[config.mk]
export PLATFORM = sky130hd
export DESIGN_NAME = arr_check_driver
export DESIGN_NICKNAME = d
export VERILOG_FILES = /design/src/rtl/arr_check_driver.sv
export SDC_FILE = /design/constraint.sdc
export NUM_CORES = 1
export LEC_CHECK = 0
export ABC_AREA = 1
export BUFFER_PORTS_ARGS = -buffer_cell sky130_fd_sc_hd__buf_4
export CORE_ASPECT_RATIO = 0.75
export CORE_MARGIN = 2
export CORE_UTILIZATION = 44
export CTS_CLUSTER_DIAMETER = 150
export DETAILED_ROUTE_END_ITERATION = 10
export GPL_TIMING_DRIVEN = 0
export PLACE_DENSITY = 0.7
export SETUP_SLACK_MARGIN = 0.5
export SYNTH_ARGS = -nofsm -noshare
export SYNTH_HDL_FRONTEND = slang
export SYNTH_SLANG_ARGS = --single-unit
[constraint.sdc]
create_clock -name clk -period 1.6 [get_ports clk]
set_input_delay 0.08 -clock clk [delete_from_list [all_inputs] [get_ports clk]]
set_output_delay 0.08 -clock clk [all_outputs]
set_load 0.1 [all_outputs]
[src/rtl/arr_check_driver.sv]
`default_nettype none
// ============================================================================
//  Module      : arr_check_driver
//  Description : Stimulus driver for the arr sig/rfr checker: loads a pattern,
//                strobes check, waits for check_fb to clear, optionally
//                injects sig/rfr mismatches.
//  Revision    : 1.0
// ============================================================================
module arr_check_driver #(
    parameter int unsigned LENGTH         = 1,
    parameter int unsigned NUM_CHECKS     = 16,
    parameter int unsigned MISMATCH_EVERY = 0,
    parameter int unsigned TIMEOUT        = 8
) (
    input  logic              clk,
    input  logic              rst_n,
    input  logic              start,
    output logic [LENGTH-1:0] sig,
    output logic [LENGTH-1:0] rfr,
    output logic              check,
    output logic              verbose,
    input  logic              verbose_en,
    input  logic              check_fb,
    output logic              busy,
    output logic              done,
    output logic [7:0]        strobe_count,
    output logic [7:0]        timeout_count
);

    localparam logic [2:0] c_IDLE     = 3'd0;
    localparam logic [2:0] c_LOAD     = 3'd1;
    localparam logic [2:0] c_SETUP    = 3'd2;
    localparam logic [2:0] c_STROBE   = 3'd3;
    localparam logic [2:0] c_WAIT_CLR = 3'd4;
    localparam logic [2:0] c_NEXT     = 3'd5;
    localparam logic [2:0] c_DONE     = 3'd6;

    localparam logic [7:0] c_MUL     = 8'h5B;
    localparam logic [7:0] c_ADD     = 8'h3C;
    localparam logic [7:0] c_LAST    = 8'(NUM_CHECKS - 1);
    localparam logic [7:0] c_TIMEOUT = 8'(TIMEOUT);

    logic [2:0]        r_state;
    logic [2:0]        w_next;
    logic [7:0]        r_idx;
    logic [7:0]        r_timer;
    logic [LENGTH-1:0] r_sig;
    logic [LENGTH-1:0] r_rfr;
    logic              r_check;
    logic              r_verbose;
    logic              r_busy;
    logic              r_done;
    logic [7:0]        r_strobe_count;
    logic [7:0]        r_timeout_count;

    logic [7:0]        w_pat;
    logic [LENGTH-1:0] w_sig;
    logic [LENGTH-1:0] w_rfr;
    logic              w_inject;
    logic              w_last;
    logic              w_expire;
    logic              w_pat_unused;

    // Pattern is built in the 8-bit index domain, then tiled across LENGTH bits
    assign w_pat        = r_idx * c_MUL + c_ADD;
    assign w_pat_unused = ^w_pat;

    always_comb begin
        w_sig = '0;
        for (int i = 0; i < int'(LENGTH); i++) begin
            w_sig[i] = w_pat[i % 8];
        end
    end

    generate
        if (MISMATCH_EVERY == 0) begin : g_no_inject
            assign w_inject = 1'b0;
        end else begin : g_inject
            assign w_inject = ((32'(r_idx) + 32'd1) % MISMATCH_EVERY) == 32'd0;
        end
    endgenerate

    assign w_rfr    = w_sig ^ LENGTH'(w_inject);
    assign w_last   = (r_idx == c_LAST);
    // Timer holds the cycles still allowed; expiry is the last allowed high cycle
    assign w_expire = check_fb && (r_timer <= 8'd1);

    always_ff @(posedge clk or negedge rst_n) begin
        if (!rst_n) begin
            r_state <= c_IDLE;
        end else begin
            r_state <= w_next;
        end
    end

    always_comb begin
        w_next = r_state;
        case (r_state)
            c_IDLE:     if (start) w_next = c_LOAD;
            c_LOAD:     w_next = c_SETUP;
            c_SETUP:    w_next = c_STROBE;
            c_STROBE:   w_next = c_WAIT_CLR;
            c_WAIT_CLR: if (!check_fb || w_expire) w_next = c_NEXT;
            c_NEXT:     w_next = w_last ? c_DONE : c_LOAD;
            c_DONE:     w_next = c_IDLE;
            default:    w_next = c_IDLE;
        endcase
    end

    // Strobe-type outputs are decoded from the next state so they line up with it
    always_ff @(posedge clk or negedge rst_n) begin
        if (!rst_n) begin
            r_idx           <= 8'd0;
            r_timer         <= 8'd0;
            r_sig           <= '0;
            r_rfr           <= '0;
            r_check         <= 1'b0;
            r_verbose       <= 1'b0;
            r_busy          <= 1'b0;
            r_done          <= 1'b0;
            r_strobe_count  <= 8'd0;
            r_timeout_count <= 8'd0;
        end else begin
            r_verbose <= verbose_en;
            r_check   <= (w_next == c_STROBE);
            r_done    <= (w_next == c_DONE);
            r_busy    <= (w_next != c_IDLE);
            if (w_next == c_STROBE) begin
                r_strobe_count <= r_strobe_count + 8'd1;
            end
            case (r_state)
                c_IDLE: begin
                    if (start) begin
                        r_idx           <= 8'd0;
                        r_strobe_count  <= 8'd0;
                        r_timeout_count <= 8'd0;
                    end
                end
                c_LOAD: begin
                    r_sig <= w_sig;
                    r_rfr <= w_rfr;
                end
                c_STROBE: r_timer <= c_TIMEOUT;
                c_WAIT_CLR: begin
                    if (check_fb) begin
                        r_timer <= r_timer - 8'd1;
                    end
                    if (w_expire && (r_timeout_count != 8'hFF)) begin
                        r_timeout_count <= r_timeout_count + 8'd1;
                    end
                end
                c_NEXT: begin
                    if (!w_last) begin
                        r_idx <= r_idx + 8'd1;
                    end
                end
                default: ;
            endcase
        end
    end

    assign sig           = r_sig;
    assign rfr           = r_rfr;
    assign check         = r_check;
    assign verbose       = r_verbose;
    assign busy          = r_busy;
    assign done          = r_done;
    assign strobe_count  = r_strobe_count;
    assign timeout_count = r_timeout_count;

endmodule
`default_nettype wire

# ---- After elaboration in Yosys (flattened, before gate mapping)
# Index checks and enable logic that the tools add are counted.
dict set report word_totals {
  ff_bits 40
  input_bits 5
  out_inout_bits 22
  elab_cells 56
}
dict set report op_classes {
  n_addsub 5
  multipliers 1
  n_lt_le_gt_ge 1
  n_eq_ne 13
  muxes 14
  n_reduce_logical 12
}
# operator n
set op_table {}
lappend op_table {{8-bit two-way mux} 7}
lappend op_table {{8-bit one-hot mux with 2 select lines} 3}
lappend op_table {{8-bit by 1-bit adder with 8-bit output, second input constant} 3}
lappend op_table {{3-bit one-hot mux with 6 select lines} 1}
lappend op_table {{3-bit by 2-bit == test with 1-bit output, second input constant} 3}
lappend op_table {{3-bit == test, second input constant} 3}
lappend op_table {{3-bit two-way mux} 3}
lappend op_table {{8-bit by 4-bit == test with 1-bit output, second input constant} 1}
lappend op_table {{8-bit by 1-bit less-or-equal comparator with 1-bit output, second input constant} 1}
lappend op_table {{8-bit by 7-bit multiplier with 1-bit output, second input constant} 1}
lappend op_table {{2-bit != test, second input constant} 4}
lappend op_table {{8-bit != test, second input constant} 1}
lappend op_table {{8-bit by 1-bit subtractor with 8-bit output, second input constant} 1}
lappend op_table {{3-bit AND reduction} 2}
lappend op_table {{2-bit nonzero test} 3}
lappend op_table {{3-bit by 1-bit == test with 1-bit output, second input constant} 1}
lappend op_table {{3-bit zero test} 1}
lappend op_table {{3-bit nonzero test} 1}
lappend op_table {{1-bit logical AND} 2}
lappend op_table {{2-bit AND reduction} 1}
lappend op_table {{1-bit adder, second input constant} 1}
lappend op_table {{1-bit zero test} 1}
lappend op_table {{1-bit logical OR} 1}

# ---- Logic depth before layout (Yosys ltp)
# Gate-level depths: netlist of the first run.
dict set report logic_depth {
  ltp_word 9
  ltp_mapped 10
  ltp_nobuf 10
}

# ---- Worst setup path after synthesis of the first run
# No wires, ideal clock.
dict set report synth_timing {
  kind {reg2reg}
  from {reg r_timeout_count[0] (netlist: timeout_count[0])}
  to {reg r_timeout_count[5] (netlist: timeout_count[5])}
  setup_ns 0.121
  t_arrival_ns 1.910
  t_required_ns 1.479
  path_slack_ns -0.431
  path_stages_with_launch 9
  synth_period_minus_slack_ns 2.031
  path_cell_list {dfrtp_1 -> ha_1 -> nand2_1 -> nor2_1 -> nand2_1 -> nand3_4 -> nand2_4 -> nand2_1 -> nand2_1}
}
dict set report synth_between {
  elab_chain_cells 4
  word_cells_on_any_way 7
  classes_between {add/sub: 1; eq/ne: 2; mux: 2; reduce/logical: 2}
}
# item line_no
set synth_lines {}
lappend synth_lines {{start, declared} 54} ;# logic [7:0] r_timeout_count;
lappend synth_lines {{start signal, assigned} 149} ;# r_timeout_count <= r_timeout_count + 8'd1;
lappend synth_lines {{branches (longest 4 deep; another with 8-bit by 1-bit adder with 8-bit output)} --}
# Parallel ways; which one is timed is not known. The select of a mux whose other input is x is not followed.
# A chain may end at the register's enable or synchronous reset.

# ---- Final worst setup path of the first run
dict set report layout_timing {
  from {reg r_timer[1]}
  to {reg r_timeout_count[4] (netlist: timeout_count[4])}
}
dict set report layout_between {
  elab_chain_cells 5
}
# item line_no
set layout_lines {}
lappend layout_lines {{start, declared} 46} ;# logic [7:0] r_timer;
lappend layout_lines {{start signal, assigned} 143} ;# c_STROBE: r_timer <= c_TIMEOUT;
lappend layout_lines {{start signal, assigned} 146} ;# r_timer <= r_timer - 8'd1;
lappend layout_lines {{8-bit by 1-bit less-or-equal comparator with 1-bit output} 86} ;# assign w_expire = check_fb && (r_timer <= 8'd1);
lappend layout_lines {{1-bit logical AND} 86}
lappend layout_lines {{1-bit logical AND} 148} ;# if (w_expire && (r_timeout_count != 8'hFF)) begin
lappend layout_lines {{2-bit != test (no source line)} --}
lappend layout_lines {{3-bit AND reduction (no source line)} --}
# No other way between the ends.

==> key figures, run 1 <==
Setup path
  • CP Max Fanout: 8
  • R2r setup slk: 0.15 ns
  • Critical Path AT: 1.68 ns
  • Worst R2R Start: r_timer[1]$_DFFE_PN0P_
  • Worst path required time: 1.84 ns
  • Worst setup EP type: register
  • R2R depth: 10
  • CP Class: register to register
  • Crit path launch type: register
  • RR Endpoint: timeout_count[4]$_DFFE_PN0P_

Routing
  • Final ANT Viol Nets: 0
  • 1st-iter DRT viols: 145
  • Residual DRC count: 0
  • Vias: 2364
  • Vias per std cell: 5.32
  • TritonRoute pass-1 iters: 5
  • Drt total wl: 6.81 mm
  • WL per Instance: 15.3 um

Pwr
  • Sw Share: 45.5%
  • Clk network pwr share: 17.4%
  • Pleak: 1.71 nW
  • Internal power: 3.13 mW
  • Seq pwr share: 26.2%
  • Comb pwr share: 56.4%
  • Sw Pwr: 2.61 mW
  • VDD IR-drop max: 869 uV
  • Pwr/cell area: 1580 nW/um2

Layout
  • Post-Route Utilization: 74.7%
  • Finished Cell Area: 3640 um2
  • Area growth syn-to-layout: 63.8%
  • Multi-input gate area: 1460 um2
  • Antenna Cells: 0
  • Share of cells above drive strength 1: 46.6%
  • Filler cells: 304
  • Register area: 1040 um2
  • Commonest non-fill, non-tap cell in the layout: nand2_1
  • Most frequent cells in the layout: nand2_1, buf_4, nand3_1
  • Final #Nets: 393

STA
  • RSZ-0062 raised after global routing: yes
  • Fin crit period: 1.45 ns
  • Slew Limit Headroom: 65.3%
  • Worst Hold Slack: 0.170 ns
  • Fmax: 0.692 GHz
  • Final count of hold timing violations: 0
  • Setup_tns: 0 ns
  • Worst Tran Pin Value: 0.521 ns
  • Final setup viols: 0
  • Period utilization: 90.4%
  • Final setup skew: 0.0146 ns
  • Max Slew Vio Count: 0

Clocking
  • Worst-Skew Late Latency: 0.31 ns
  • TritonCTS buffer count: 5
  • Clk slew on worst S/H paths: 0.09 ns
  • Deepest clock path buffer count: 2
  • CTS tree: yes
  • Root buf cell: clkbuf_8
  • Clock sinks: 40
  • H-tree depth: 2

Floorplan
  • Initial Utilization: 45.6%
  • Die height: 65.6 um
  • Core region area: 4870 um2
  • Number of I/O pins: 27
  • Die area: 5640 um2
  • Site Rows: 22
  • Die X: 86.1 um

GRT
  • GR Overflow Total: 0
  • Tot GR Track Use: 21.2%
  • Antenna violations before repair: 0
  • First-pass GRT wire length: 9.45 mm
  • Largest net degree at the start of global routing: 41
  • Vias in the first global route: 1996

Placement
  • Port bufs: 26
  • Post-DP Area: 2610 um2
  • Final Wtd Congestion: 0.832
  • Detailed-placement wirelength estimate: 3.26 mm

Yosys
  • Cell variety after synth: 26
  • Average size of a mapped cell: 7.31 um2
  • Cell area after synthesis: 2220 um2
  • Synth Register Bits: 40
  • Syn_nets: 314
  • Post-Syn Instances: 304
  • Warning count from the yosys run: 0
  • Sequential element share of the synthesized area: 45.0%

Outcome
  • Outcome: finished clean

Worst hold path
  • Worst Hold End: r_state[0]$_DFF_PN0_
  • Worst hold path class: input port to register
  • Hold Path Cell Cnt: 5
  • Worst hold path startpoint: start

Run
  • Max-Cap Viols: 0
-- final cells by class --
type                       count  area share, %
clock inverter                 2           1.65
inverter                      38           4.60
tap                           60           2.06
timing repair buffer          71           19.7
multi-input combinational    223           40.2
buffer                         4           1.13
clock buffer                   6           1.99
sequential                    40           28.7
-- worst max-delay path, cell delays in order (launching register included) --
cell and delay, ns:
dfrtp_1 0.40, inv_2 0.12, ha_4 0.15, inv_2 0.03
nand2_2 0.04, nand2_2 0.06, nor2_4 0.15, nand3_4 0.16
nand2_8 0.15, nand2_2 0.06, nand2_1 0.06
-- cell families (layout without fill, tap and decap cells) --
| logic type | count (synthesis) | after routing | synth area share (%) |
|---|---|---|---|
| simple gates | 192 | 193 | 37.9 |
| compound gates | 20 | 20 | 4.84 |
| flops | 40 | 40 | 45.0 |
| fa+ha+maj | 5 | 5 | 2.81 |
| xor+xnor | 5 | 5 | 1.97 |
| buf+inv | 42 | 121 | 7.43 |
-- how the worst max path moves through the flow --
stage | from | endpoint | slack (ns) | cells after the start
CTS | r_timer[1]$_DFFE_PN0P_ | timeout_count[3]$_DFFE_PN0P_ | 0.21 | 10
detailed placement | r_timer[1]$_DFFE_PN0P_ | timeout_count[3]$_DFFE_PN0P_ | 0.07 | 10
global route | r_timer[1]$_DFFE_PN0P_ | timeout_count[2]$_DFFE_PN0P_ | 0.07 | 10
floorplan | timeout_count[0]$_DFFE_PN0P_ | timeout_count[2]$_DFFE_PN0P_ | 0.12 | 8
finish | r_timer[1]$_DFFE_PN0P_ | timeout_count[4]$_DFFE_PN0P_ | 0.15 | 10
global placement | r_timer[1]$_DFFE_PN0P_ | timeout_count[6]$_DFFE_PN0P_ | 0.09 | 10
-- what timing repair did --
| action | CTS | global route |
|---|---|---|
| hold endpoints to repair | 41 | 0 |
| setup endpoints to repair | 51 | 48 |
| gates resized for setup | 88 | 62 |
| hold buffers | 2 | 0 |
| pin swaps | 38 | 32 |
| buffers inserted | 29 | 13 |
| cloned | 2 | 0 |
-- power groups by stage --
stage / clock (mW) / sequential [mW] / combinational [mW]
2_1_floorplan: 0 / 1.92 / 0.995
3_3_place_gp: 0 / 1.45 / 1.84
3_5_place_dp: 0 / 1.45 / 1.88
4_1_cts: 1.02 / 1.46 / 2.68
5_1_grt: 1.06 / 1.53 / 3.41
6_report: 1.00 / 1.51 / 3.24
-- routing by layer --
layer | vias to the layer above | GRT usage [%] | routed length, um
met4 | 0 | 4.76 | 121
met2 | 64 | 34.1 | 3420
met5 | - | 0 | 0
met3 | 16 | 4.40 | 311
met1 | 1150 | 29.6 | 2950
li1 | 1134 | - | -
-- synthesized netlist by cell type --
library cell   n  area share [%]
o21bai_1       1            0.34
nand2_1       94              16
nand3_1       39             8.8
nand2_2        1            0.28
inv_2          2            0.34
ha_1           5             2.8
nor3_1         4            0.90
nand3_2        1            0.45
inv_1         36             6.1
xnor2_1        1            0.39
nor3b_1        1            0.34
nand3_4        1            0.79
dfrtp_1       40              45
o21ai_2        1            0.39
xor2_1         4             1.6
buf_4          1            0.34
nand4_1        5             1.4
nor2_1        38             6.4
buf_2          3            0.68
a21oi_1        4            0.90
o22ai_1        1            0.28
or2_2          1            0.28
nor2_2         5             1.4
nor2_4         1            0.51
o21ai_0       13             2.9
nand2_4        1            0.51
-- flip-flops by register name (all words and copies together), names as in the netlist --
register	flops
r_idx	8
r_timer	8
strobe_count	8
timeout_count	8
r_state	3
busy	1
check	1
done	1
rfr	1
verbose	1
-- metrics by stage --
step	setup WS, ns	total power, mW	std cells
after floorplan	0.118	2.92	304
after global placement	0.0909	3.29	390
after detailed placement	0.0731	3.34	390
after CTS	0.211	5.16	431
after global routing	0.0733	6.00	444
final	0.154	5.74	444
Note: power is estimated with default switching activity, not from simulation.
==> run 2: changes to the inputs <==
--- a/config.mk
+++ b/config.mk
@@ -6,14 +6,14 @@
 export NUM_CORES = 1
 export LEC_CHECK = 0
 export ABC_AREA = 1
-export BUFFER_PORTS_ARGS = -buffer_cell sky130_fd_sc_hd__buf_4
 export CORE_ASPECT_RATIO = 0.75
 export CORE_MARGIN = 2
 export CORE_UTILIZATION = 44
 export CTS_CLUSTER_DIAMETER = 150
 export DETAILED_ROUTE_END_ITERATION = 10
+export DONT_BUFFER_PORTS = 1
 export GPL_TIMING_DRIVEN = 0
-export PLACE_DENSITY = 0.7
+export PLACE_DENSITY = 0.66
 export SETUP_SLACK_MARGIN = 0.5
 export SYNTH_ARGS = -nofsm -noshare
 export SYNTH_HDL_FRONTEND = slang
==> run 2 against run 1 <==
Effect of this change:
- clock power decreased by 14%
- worst setup slack got worse by 0.12 ns
- largest cell class unchanged
- global-route usage decreased by 1.1 points
==> key figures, run 2 (same netlist as run 1, synthesis figures left out) <==
Pwr
  • Pleak: 1.49 nW (was 1.71 nW)
  • Pwr Total: 4.97 mW (was 5.74 mW)
  • VDD IR-drop max: 840 uV (was 869 uV)
  • Pwr/cell area: 1550 nW/um2 (was 1580 nW/um2)

Layout
  • Share of cells above drive strength 1: 41.5% (was 46.6%)
  • Register area: 1070 um2 (was 1040 um2)
  • Commonest non-fill, non-tap cell in the layout: nand2_1 (unchanged)
  • Fin cells: 407 (was 444)
  • Most frequent cells in the layout: nand2_1, nand3_1, nor2_1 (was nand2_1, buf_4, nand3_1)
  • Antenna Cells: 0 (unchanged)
  • Area growth syn-to-layout: 44.2% (was 63.8%)
  • Filler cells: 353 (was 304)
  • Final #Nets: 356 (was 393)
  • Multi-input gate area: 1410 um2 (was 1460 um2)

Setup path
  • Crit path launch type: register (unchanged)
  • CP startpoint: timeout_count[0]$_DFFE_PN0P_ (was r_timer[1]$_DFFE_PN0P_)
  • CP cell instances: ha_4, nand2_4, nor2_4, nand2_4, nand3_4, buf_4, nand3_1, nand2_1 (was inv_2, ha_4, inv_2, nand2_2, nand2_2, nor2_4, nand3_4, nand2_8, nand2_2, nand2_1)
  • Critical Path AT: 1.77 ns (was 1.68 ns)
  • Most Frequent Cell on Critical Path: nand2_4 (was nand2_2)
  • Crit path max-delay family: flip-flops (was simple AND/OR/NAND/NOR gates)
  • Worst path slowest cell: dfrtp_4 (was dfrtp_1)
  • Worst setup EP type: register (unchanged)
  • CP Class: register to register (unchanged)
  • Worst path required time: 1.80 ns (was 1.84 ns)
  • Worst R2R Start: timeout_count[0]$_DFFE_PN0P_ (was r_timer[1]$_DFFE_PN0P_)
  • Max incr delay on CP: 0.65 ns (was 0.40 ns)
  • CP Max Fanout: 7 (was 8)
  • Worst path bufs/invs: 1 (was 2)

Clocking
  • TritonCTS buffer count: 5 (unchanged)
  • Deepest clock path buffer count: 2 (unchanged)
  • Worst-Skew Late Latency: 0.31 ns (about the same)
  • CTS tree: yes (unchanged)
  • Root buf cell: clkbuf_8 (unchanged)
  • Clk slew on worst S/H paths: 0.09 ns (about the same)
  • H-tree depth: 2 (unchanged)
  • Clock sinks: 40 (unchanged)

STA
  • Worst Hold Slack: 0.0247 ns (was 0.170 ns)
  • Final setup margin: 0.0349 ns (was 0.154 ns)
  • Max Slew Vio Count: 0 (unchanged)
  • Setup_tns: 0 ns (unchanged)
  • Final setup skew: 0.0111 ns (was 0.0146 ns)
  • Period utilization: 97.8% (was 90.4%)
  • Worst Tran Pin Value: 0.487 ns (was 0.521 ns)
  • Final setup viols: 0 (unchanged)
  • RSZ-0062 raised after global routing: yes (unchanged)
  • Fmax: 0.639 GHz (was 0.692 GHz)
  • Fin crit period: 1.57 ns (was 1.45 ns)
  • Final count of hold timing violations: 0 (unchanged)
  • Slew Limit Headroom: 67.6% (was 65.3%)

Routing
  • Residual DRC count: 0 (unchanged)
  • TritonRoute pass-1 iters: 4 (was 5)
  • Vias per std cell: 5.12 (was 5.32)
  • WL per Instance: 13.7 um (was 15.3 um)
  • Vias: 2084 (was 2364)
  • 1st-iter DRT viols: 91 (was 145)
  • Final ANT Viol Nets: 0 (unchanged)
  • Drt total wl: 5.56 mm (was 6.81 mm)

Floorplan
  • Site Rows: 22 (unchanged)
  • Initial Utilization: 45.6% (unchanged)
  • Number of I/O pins: 27 (unchanged)
  • Die area: 5640 um2 (unchanged)
  • Die X: 86.1 um (unchanged)
  • Core region area: 4870 um2 (unchanged)
  • Die height: 65.6 um (unchanged)

Placement
  • Final Wtd Congestion: 0.794 (was 0.832)
  • Placed cell count: 364 (was 390)
  • Pre-CTS setup slack: -0.00617 ns (was 0.0731 ns)
  • Detailed-placement wirelength estimate: 3.20 mm (was 3.26 mm)
  • Port bufs: 0 (was 26)

GRT
  • Largest net degree at the start of global routing: 41 (unchanged)
  • Antenna violations before repair: 0 (unchanged)
  • GR Overflow Total: 0 (unchanged)
  • First-pass GRT wire length: 8.87 mm (was 9.45 mm)
  • Vias in the first global route: 1976 (was 1996)
  • Tot GR Track Use: 20.1% (was 21.2%)

Run
  • Max-Cap Viols: 0 (unchanged)

Outcome
  • Outcome: finished clean (unchanged)

Worst hold path
  • Worst hold path class: input port to register (unchanged)
  • Worst hold path startpoint: start (unchanged)
## run 2: what timing repair did
action / 4_1_cts / 5_1_grt
hold buffers: 3 / 0
gates cloned: 1 / 0
gates resized for setup: 74 / 50
hold endpoints to repair: 41 / 0
setup buffers: 21 / 10
pin swaps: 26 / 28
setup endpoints to repair: 51 / 39
## run 2: routing by layer
metal,vias up,track usage (%),part of all wire [%]
met3,9,5.65,4.7
met1,969,27.0,48
met4,0,7.54,1.4
met5,-,0,0
met2,57,30.9,46
li1,1049,-,-
## run 2: through the flow
stage               util (%)  instance area (um2)
global placement        49.6                 2410
detailed placement      49.6                 2410
finish                  65.8                 3210
CTS                     60.8                 2960
global route            65.8                 3210
floorplan                  -                 2340
## run 2: final timing paths
kind                                                      to  slack [ns]  cells after the start
worst max-delay path            timeout_count[4]$_DFFE_PN0P_        0.03                      8
worst min-delay path               strobe_count[2]$_DFF_PN0_        0.02                      3
worst max register to register  timeout_count[4]$_DFFE_PN0P_        0.03                      8
worst min register to register        r_timer[7]$_DFFE_PN0P_        0.56                      2
max in group asynchronous       timeout_count[5]$_DFFE_PN0P_        1.16                      2
min in group asynchronous               r_idx[1]$_DFFE_PN0P_        0.23                      2
## run 2: final cells by class
class,count,share of cell area [%]
Inverter,38,4.76
Sequential cell,40,33.5
Multi-Input combinational cell,223,44.0
Clock inverter,3,1.48
Buffer,4,1.60
Clock buffer,5,2.15
Timing Repair Buffer,34,10.1
Tap cell,60,2.34
## run 2: power breakdown
group,internal (mW),switching [mW],total [mW]
clock network,0.470,0.393,0.863
logic,0.874,1.23,2.10
registers,1.23,0.774,2.01
## run 2: worst register-to-register path, cell delays in order, from the launching register on
cell and delay, ns:
dfrtp_4 0.65, ha_4 0.24, nand2_4 0.08, nor2_4 0.04, nand2_4 0.07, nand3_4 0.09, buf_4 0.16, nand3_1 0.07
nand2_1 0.06
